File: src/rtl/uart_debug_ctrl.sv
// uart_debug_ctrl
// Byte-level command interpreter between the UART FIFOs and the MIPS_DLX core.
// Commands popped from the RX FIFO load instruction memory ('L'), run ('R'),
// halt ('H'), single-step ('S') the core, or report its PC ('P'). Replies are
// pushed into the TX FIFO.
//
// Ports
//   clock, reset        : system clock, asynchronous active-high reset
//   rx_data, rx_empty   : RX FIFO head byte (show-ahead) and empty flag
//   rx_rd               : RX FIFO pop strobe
//   tx_data, tx_full    : byte to transmit, TX FIFO full flag
//   tx_wr               : TX FIFO push strobe
//   pc                  : core PC (PC+1 bus)
//   cpu_en, cpu_rst     : core clock enable and synchronous reset request
//   imem_we/addr/wdata  : instruction memory write port
module uart_debug_ctrl #(
    parameter int ADDR_W = 10,
    parameter int DATA_W = 32
) (
    input  logic              clock,
    input  logic              reset,
    input  logic [7:0]        rx_data,
    input  logic              rx_empty,
    output logic              rx_rd,
    output logic [7:0]        tx_data,
    input  logic              tx_full,
    output logic              tx_wr,
    input  logic [ADDR_W-1:0] pc,
    output logic              cpu_en,
    output logic              cpu_rst,
    output logic              imem_we,
    output logic [ADDR_W-1:0] imem_addr,
    output logic [DATA_W-1:0] imem_wdata
);

    localparam int         NB   = DATA_W / 8;
    localparam int         BC_W = (NB > 1) ? $clog2(NB) : 1;
    localparam logic [7:0] CH_K = 8'h4B;
    localparam logic [7:0] CH_Q = 8'h3F;

    typedef enum logic [2:0] {
        IDLE, DECODE, LD_CNT, LD_BYTE, LD_WRITE, TX_HI, TX_LO, TX_ACK
    } state_t;

    state_t            r_state;
    logic [7:0]        r_cmd;
    logic [7:0]        r_tx_data;
    logic [7:0]        r_pc_lo;
    logic [7:0]        r_words;      // words still to load
    logic [BC_W-1:0]   r_bcnt;       // byte position inside the current word
    logic [ADDR_W-1:0] r_idx;        // word index, wraps naturally
    logic [DATA_W-1:0] r_shift;
    logic              r_step;       // cpu_en is high for a single-step pulse
    logic              r_cpu_en;
    logic              r_cpu_rst;
    logic              r_imem_we;
    logic [ADDR_W-1:0] r_imem_addr;
    logic [DATA_W-1:0] r_imem_wdata;

    logic              w_rx_rd;
    logic              w_tx_wr;
    logic [15:0]       w_pc16;
    logic [DATA_W+7:0] w_shift_next;

    // Pop/push strobes are combinational so a byte can move on every cycle
    // the FIFO allows it, and are gated so a stalled FIFO never sees a strobe.
    assign w_rx_rd = !reset && !rx_empty &&
                     (r_state == IDLE || r_state == LD_CNT || r_state == LD_BYTE);
    // During a step pulse the ACK waits one cycle so 'K' follows the pulse.
    assign w_tx_wr = !reset && !tx_full &&
                     (r_state == TX_HI || r_state == TX_LO ||
                      (r_state == TX_ACK && !r_step));

    assign w_pc16       = 16'(pc);
    assign w_shift_next = {r_shift, rx_data};   // big-endian byte assembly

    always_ff @(posedge clock or posedge reset) begin
        if (reset) begin
            r_state      <= IDLE;
            r_cmd        <= 8'h00;
            r_tx_data    <= 8'h00;
            r_pc_lo      <= 8'h00;
            r_words      <= 8'h00;
            r_bcnt       <= '0;
            r_idx        <= '0;
            r_shift      <= '0;
            r_step       <= 1'b0;
            r_cpu_en     <= 1'b0;
            r_cpu_rst    <= 1'b1;
            r_imem_we    <= 1'b0;
            r_imem_addr  <= '0;
            r_imem_wdata <= '0;
        end else begin
            case (r_state)
                IDLE: begin
                    if (w_rx_rd) begin
                        r_cmd   <= rx_data;
                        r_state <= DECODE;
                    end
                end
                DECODE: begin
                    case (r_cmd)
                        8'h4C: begin                      // 'L'
                            r_cpu_en  <= 1'b0;
                            r_cpu_rst <= 1'b1;
                            r_state   <= LD_CNT;
                        end
                        8'h52: begin                      // 'R'
                            r_cpu_rst <= 1'b0;
                            r_cpu_en  <= 1'b1;
                            r_tx_data <= CH_K;
                            r_state   <= TX_ACK;
                        end
                        8'h48: begin                      // 'H'
                            r_cpu_en  <= 1'b0;
                            r_tx_data <= CH_K;
                            r_state   <= TX_ACK;
                        end
                        8'h53: begin                      // 'S'
                            if (!r_cpu_en && !r_cpu_rst) begin
                                r_cpu_en  <= 1'b1;
                                r_step    <= 1'b1;
                                r_tx_data <= CH_K;
                            end else begin
                                r_tx_data <= CH_Q;
                            end
                            r_state <= TX_ACK;
                        end
                        8'h50: begin                      // 'P'
                            // One sample feeds both reply bytes.
                            r_tx_data <= w_pc16[15:8];
                            r_pc_lo   <= w_pc16[7:0];
                            r_state   <= TX_HI;
                        end
                        default: begin
                            r_tx_data <= CH_Q;
                            r_state   <= TX_ACK;
                        end
                    endcase
                end
                LD_CNT: begin
                    if (w_rx_rd) begin
                        r_words <= rx_data;
                        r_idx   <= '0;
                        r_bcnt  <= '0;
                        if (rx_data == 8'h00) begin
                            r_tx_data <= CH_K;
                            r_state   <= TX_ACK;
                        end else begin
                            r_state <= LD_BYTE;
                        end
                    end
                end
                LD_BYTE: begin
                    if (w_rx_rd) begin
                        r_shift <= w_shift_next[DATA_W-1:0];
                        if (r_bcnt == BC_W'(NB - 1)) begin
                            // Strobe is registered here so it lands in LD_WRITE.
                            r_bcnt       <= '0;
                            r_imem_we    <= 1'b1;
                            r_imem_addr  <= r_idx;
                            r_imem_wdata <= w_shift_next[DATA_W-1:0];
                            r_state      <= LD_WRITE;
                        end else begin
                            r_bcnt <= r_bcnt + BC_W'(1);
                        end
                    end
                end
                LD_WRITE: begin
                    r_imem_we <= 1'b0;
                    r_idx     <= r_idx + ADDR_W'(1);
                    r_words   <= r_words - 8'd1;
                    if (r_words == 8'd1) begin
                        r_tx_data <= CH_K;
                        r_state   <= TX_ACK;
                    end else begin
                        r_state <= LD_BYTE;
                    end
                end
                TX_HI: begin
                    if (w_tx_wr) begin
                        r_tx_data <= r_pc_lo;
                        r_state   <= TX_LO;
                    end
                end
                TX_LO: begin
                    if (w_tx_wr) r_state <= IDLE;
                end
                TX_ACK: begin
                    if (r_step) begin
                        r_cpu_en <= 1'b0;
                        r_step   <= 1'b0;
                    end else if (w_tx_wr) begin
                        r_state <= IDLE;
                    end
                end
                default: r_state <= IDLE;
            endcase
        end
    end

    assign rx_rd      = w_rx_rd;
    assign tx_wr      = w_tx_wr;
    assign tx_data    = r_tx_data;
    assign cpu_en     = r_cpu_en;
    assign cpu_rst    = r_cpu_rst;
    assign imem_we    = r_imem_we;
    assign imem_addr  = r_imem_addr;
    assign imem_wdata = r_imem_wdata;

endmodule

File: config.mk
export PLATFORM = sky130hd
export DESIGN_NAME = uart_debug_ctrl
export DESIGN_NICKNAME = d
export VERILOG_FILES = /design/src/rtl/uart_debug_ctrl.sv
export SDC_FILE = /design/constraint.sdc
export NUM_CORES = 1
export LEC_CHECK = 0
export CORE_UTILIZATION = 49
export CTS_CLUSTER_SIZE = 24
export DETAILED_ROUTE_END_ITERATION = 12
export PLACE_DENSITY = 0.76
export SLEW_MARGIN = 15
export SYNTH_ARGS = -nofsm -noshare
export SYNTH_HDL_FRONTEND = slang
export SYNTH_SLANG_ARGS = --single-unit
File: constraint.sdc
create_clock -name clock -period 3.8 [get_ports clock]
set_input_delay 0.76 -clock clock [delete_from_list [all_inputs] [get_ports clock]]
set_output_delay 0.76 -clock clock [all_outputs]
set_load 0.05 [all_outputs]
Word-level counts from Yosys, hierarchy flattened. Index checks and enable logic that the tools add are counted. W data, S select, Z words.

Output and inout port bits: 55. Bits of input ports: 22. Logic and storage cells: 119. Flip-flop bits (word level): 117.

Reduce and logical (&&, ||, !) cells: 38. Equal/unequal tests: 28. $add $sub $neg: 3. Multiplexer cells: 36.

Operator list (count): $pmux W8 S4 (2); $eq A8 B7 Y1 const B (5); $mux W8 (5); $mux W3 (9); $pmux W3 S8 (1); $ne A2 B2 Y1 const B (10); $pmux W10 S2 (1); $pmux W8 S2 (1); $eq A3 B3 Y1 const B (4); $reduce_and A3 Y1 (4); $reduce_and A6 Y1 (2); $add A10 B1 Y10 const B (1); $mux W10 (1); $reduce_and A2 Y1 (5); $reduce_bool A2 Y1 (5); $eq A8 B1 Y1 const B (1); $logic_not A8 Y1 (1); $pmux W1 S2 (4); $sub A8 B1 Y8 const B (1); $mux W7 (1); $eq A3 B2 Y1 const B (2); $logic_and A1 B1 Y1 (6); $logic_not A1 Y1 (6); $mux W2 (3); other kinds (15) (24).

Logic depth before layout (Yosys ltp).
Word-level depth: 7. Gate-level depth with buffers: 7. Mapped depth without buffers: 6.

Worst setup path before layout. OpenSTA, ideal clock, no wires.

Path kind: reg2out. Start: register r_state[2]. End: output rx_rd. Required time: 3.040 ns. Slack: 0.568 ns. Buffers on the path: 3. Arrival: 2.472 ns. Stages on the path, launching flop included: 5. Path through: dfrtp_1 clkbuf_1 clkbuf_1 clkbuf_1 nor4_1.

Word-level cells in the longest chain between the ends: 4. Elaborated cells on any way between the ends: 6. Those cells by class: eq/ne: 2; reduce/logical: 4.

RTL lines: start, declared (line 45) `state_t r_state;`; start signal, assigned (line 79) `r_state <= IDLE;`; start signal, assigned (line 98) `r_state <= DECODE;`; start signal, assigned (line 106) `r_state <= LD_CNT;`; $eq A3 B2 Y1 / $logic_not A3 Y1 (equally long branches) (line 68) `(r_state == IDLE || r_state == LD_CNT || r_state == LD_BYTE);`; $logic_or A1 B1 Y1 (line 68); $logic_or A1 B1 Y1 (*) (line 68); $logic_and A1 B1 Y1 (*) (line 67) `assign w_rx_rd = !reset && !rx_empty &&`; end, declared (line 24) `output logic rx_rd,`.

Mark *: on every way between the ends. The rest lies on a longest branch, timed or not.

Final worst setup path.
Start: register r_state[2]. End: output tx_wr.

Word-level cells in the longest chain between the ends: 4. Elaborated cells on any way between the ends: 7. Those cells by class: eq/ne: 3; reduce/logical: 4.

RTL lines: $eq A3 B3 Y1, on equally long branches (line 71, 72); $logic_or A1 B1 Y1 / $logic_and A1 B1 Y1 (equally long branches) (line 71, 72); $logic_or A1 B1 Y1 (*) (line 71) `(r_state == TX_HI || r_state == TX_LO ||`; $logic_and A1 B1 Y1 (*) (line 70) `assign w_tx_wr = !reset && !tx_full &&`; end, declared (line 27) `output logic tx_wr,`.

Marks and branches as above.

==> results by group <==
Finish
  – Final Cell Area: 6654 µm²
  – Share of layout cells above drive strength 1: 0.2711
  – Most common cell after layout, fill and taps aside: dfrtp_1
  – Commonest non-fill, non-tap cells in the layout: dfrtp_1, mux2_2, clkdlybuf4s50_1, nand2_1, o21ai_0
  – Final nets: 522
  – Post-Layout Cell Count: 645
  – ANT cells: 0
  – Area Overhead vs Synth: 28.70%

CTS
  – Clock Path Buffers: 2
  – CTS clk-pin slew, worst paths: 0.06 ns
  – TritonCTS clock tree: done
  – PostCTS Resize Cnt: 0
  – CTS root buf: clkbuf_8
  – Clock sink count: 117
  – Skew-Pair Late Insertion Delay: 0.51 ns
  – Post-CTS Setup Inserts: 0
  – CTS Hold Bufs: 0
  – Max H-tree Level: 4
  – CTS Buf Count: 17

Logic synthesis
  – Synthesized Nets: 441
  – Synth Area in XOR/XNOR: 0
  – Post-synthesis register bit count: 117
  – Post-synth top area share: 0.5615
  – Area leader, netlist: dfrtp_1
  – Largest family of logic cells by synthesized area: multiplexers
  – Number of enable flip-flop cells after synthesis: 0
  – Synth Area in Adders: 0.009681
  – Synth area leaders: dfrtp_1, mux2_2, o21ai_0
  – Synth Area in Compound Gates: 0.08979
  – Post-Syn Area: 5170 µm²
  – Top FF cell, synth: dfrtp_1
  – Sequential area share after synthesis: 0.5666
  – Cell count after synthesis: 415
  – Synth Warn #: 0
  – Mapped Avg Cell Area: 12.46 µm²
  – Unique masters post-synth: 54
  – Post-synthesis simple-gate area fraction: 0.1055
  – Mux share of post-synthesis cell area: 0.2028
  – Async SR Flop Fraction: 1.000

Routing
  – 1st-iter DRT viols: 151
  – Via density per instance: 5.521
  – Routed wire length per instance: 16.93 µm
  – Vias: 3,561
  – ANT nets after route: 0
  – Drt first pass iters: 4
  – Residual DRC count: 0
  – Drt total wl: 10,920 µm

STA
  – Slew @ Worst Pin: 0.7874 ns
  – Final setup fails: 0
  – Max-slew headroom: 0.4668
  – Clock Skew: 0.006360 ns
  – Fin. Hold Viols: 0
  – RSZ-0062 raised after global routing: no
  – Fmax: 309.9 MHz
  – Setup TNS: 0 ns
  – Final min period: 3.227 ns
  – Final period util: 0.8491
  – Max-slew violations: 0

Placement
  – Placed cell areas: 6095 µm²
  – Final HPWL DP: 7332 µm
  – Buffers on Ports: 76
  – GP Congestion: 0.8182
  – Placed Instances: 613

Critical path
  – Crit Path Class: reg2out
  – Critical R2R Launch: r_cmd[0]
  – Crit end category: output port
  – Worst Path Max Fanout: 29
  – Worst R2R End: tx_data[7]
  – Crit path launch type: register
  – Data required, critical path: 3.04 ns
  – Register-to-Register Path Depth: 5
  – Setup slack, reg-to-reg: 1.16 ns
  – Worst EP arrival: 2.47 ns

Die
  – I/O pin total: 77
  – FP Rows: 37
  – Initial Util: 0.5030
  – Die Ht: 104.7 µm
  – DIE AREA: 10,970 µm²
  – DIE WIDTH: 104.7 µm
  – Core box area: 10,280 µm²

Outcome
  – Outcome: complete, no violations

Worst hold path
  – Hold path endpoint: r_idx[9]
  – Hold path depth: 1
  – Hold wc startpoint: r_idx[9]
  – Worst hold path class: reg2reg

Global route
  – First-pass GRT wire length: 18,170 µm
  – Largest net degree at the start of global routing: 55
  – Grt ovf: 0
  – GRT Total Usage: 0.2139
  – Number of global-route vias before repair: 3,611
  – Initial antenna violation count: 0

Job
  – Max-cap violations: 0

Power
  – Power Dens Cells: 802.2 nW/µm²
  – Pleak: 3.001 nW
  – Worst vdd rail ir drop: 342.5 µV
[sequential cells by signal (all words and copies together), names as in the netlist]
register / count
imem_wdata: 32
r_shift: 24
imem_addr: 10
r_idx: 10
r_cmd: 8
r_pc_lo: 8
r_words: 8
tx_data: 8
r_state: 3
r_bcnt: 2
cpu_en: 1
cpu_rst: 1
imem_we: 1
r_step: 1
[worst max-delay path by stage]
stage                           from    end  cells after the start
after floorplan           r_state[2]  rx_rd                      4
after global placement         reset  rx_rd                      3
after detailed placement       reset  rx_rd                      3
after CTS                 r_state[2]  tx_wr                      3
after global routing      r_state[2]  tx_wr                      3
final                     r_state[2]  tx_wr                      3
[cell families (layout without fill, tap and decap cells)]
kind of cell	count (synthesis)	count (layout)
and+or+nand+nor	101	101
buffers and inverters	32	126
muxes	91	91
adders and majority gates	4	4
DFF	117	117
AOI/OAI and AO/OA	70	70
[layout make-up]
type,count,area (µm²)
fill,788,3623
sequential,117,2929
multi-input combinational,266,2111
timing repair buffer,84,843.3
clock buffer,17,414.1
tap,136,170.2
clock inverter,15,145.1
inverter,10,41.29
[per-layer routing]
metal / wire length [µm] / global-route usage / up-vias / part of all wire
li1: - / - / 1671 / -
met1: 4866 / 0.2799 / 1790 / 0.45
met3: 474 / 0.05926 / 11 / 0.043
met2: 5444 / 0.3444 / 89 / 0.50
met5: 0 / 0 / - / 0
met4: 136 / 0.07143 / 0 / 0.012
[worst max-delay path: stages, from the launching register on]
cell and delay [ns]:
dfrtp_1 0.84, or3b_2 0.52, a211oi_1 0.40, buf_12 0.19
[metrics by stage]
step	setup slack, ns	total power, mW	utilization	hold WS, ns
CTS	0.5691	5.375	0.6474	0.4911
global route	0.4552	5.627	0.6474	0.5194
global placement	0.6260	3.777	0.5930	0.4679
detailed placement	0.6293	3.858	0.5930	0.4831
floorplan	0.5676	3.332	-	0.4442
finish	0.5735	5.337	0.6474	0.4887
[report_power, final]
group	leakage (nW)	switching, mW	total [mW]	internal, mW
logic	1.22	1.03	1.82	0.796
registers	1.51	0.370	2.03	1.66
clock network	0.272	0.606	1.49	0.881
[Yosys cell counts, drive strengths merged (5+ instances only)]
library cell,count
dfrtp,116
mux2,86
nand2,30
o21ai,25
nor2,20
clkbuf,12
buf,10
inv,10
nand3,8
a21oi,7
mux2i,5
o211ai,5
Power figures use the tool's default switching activity.
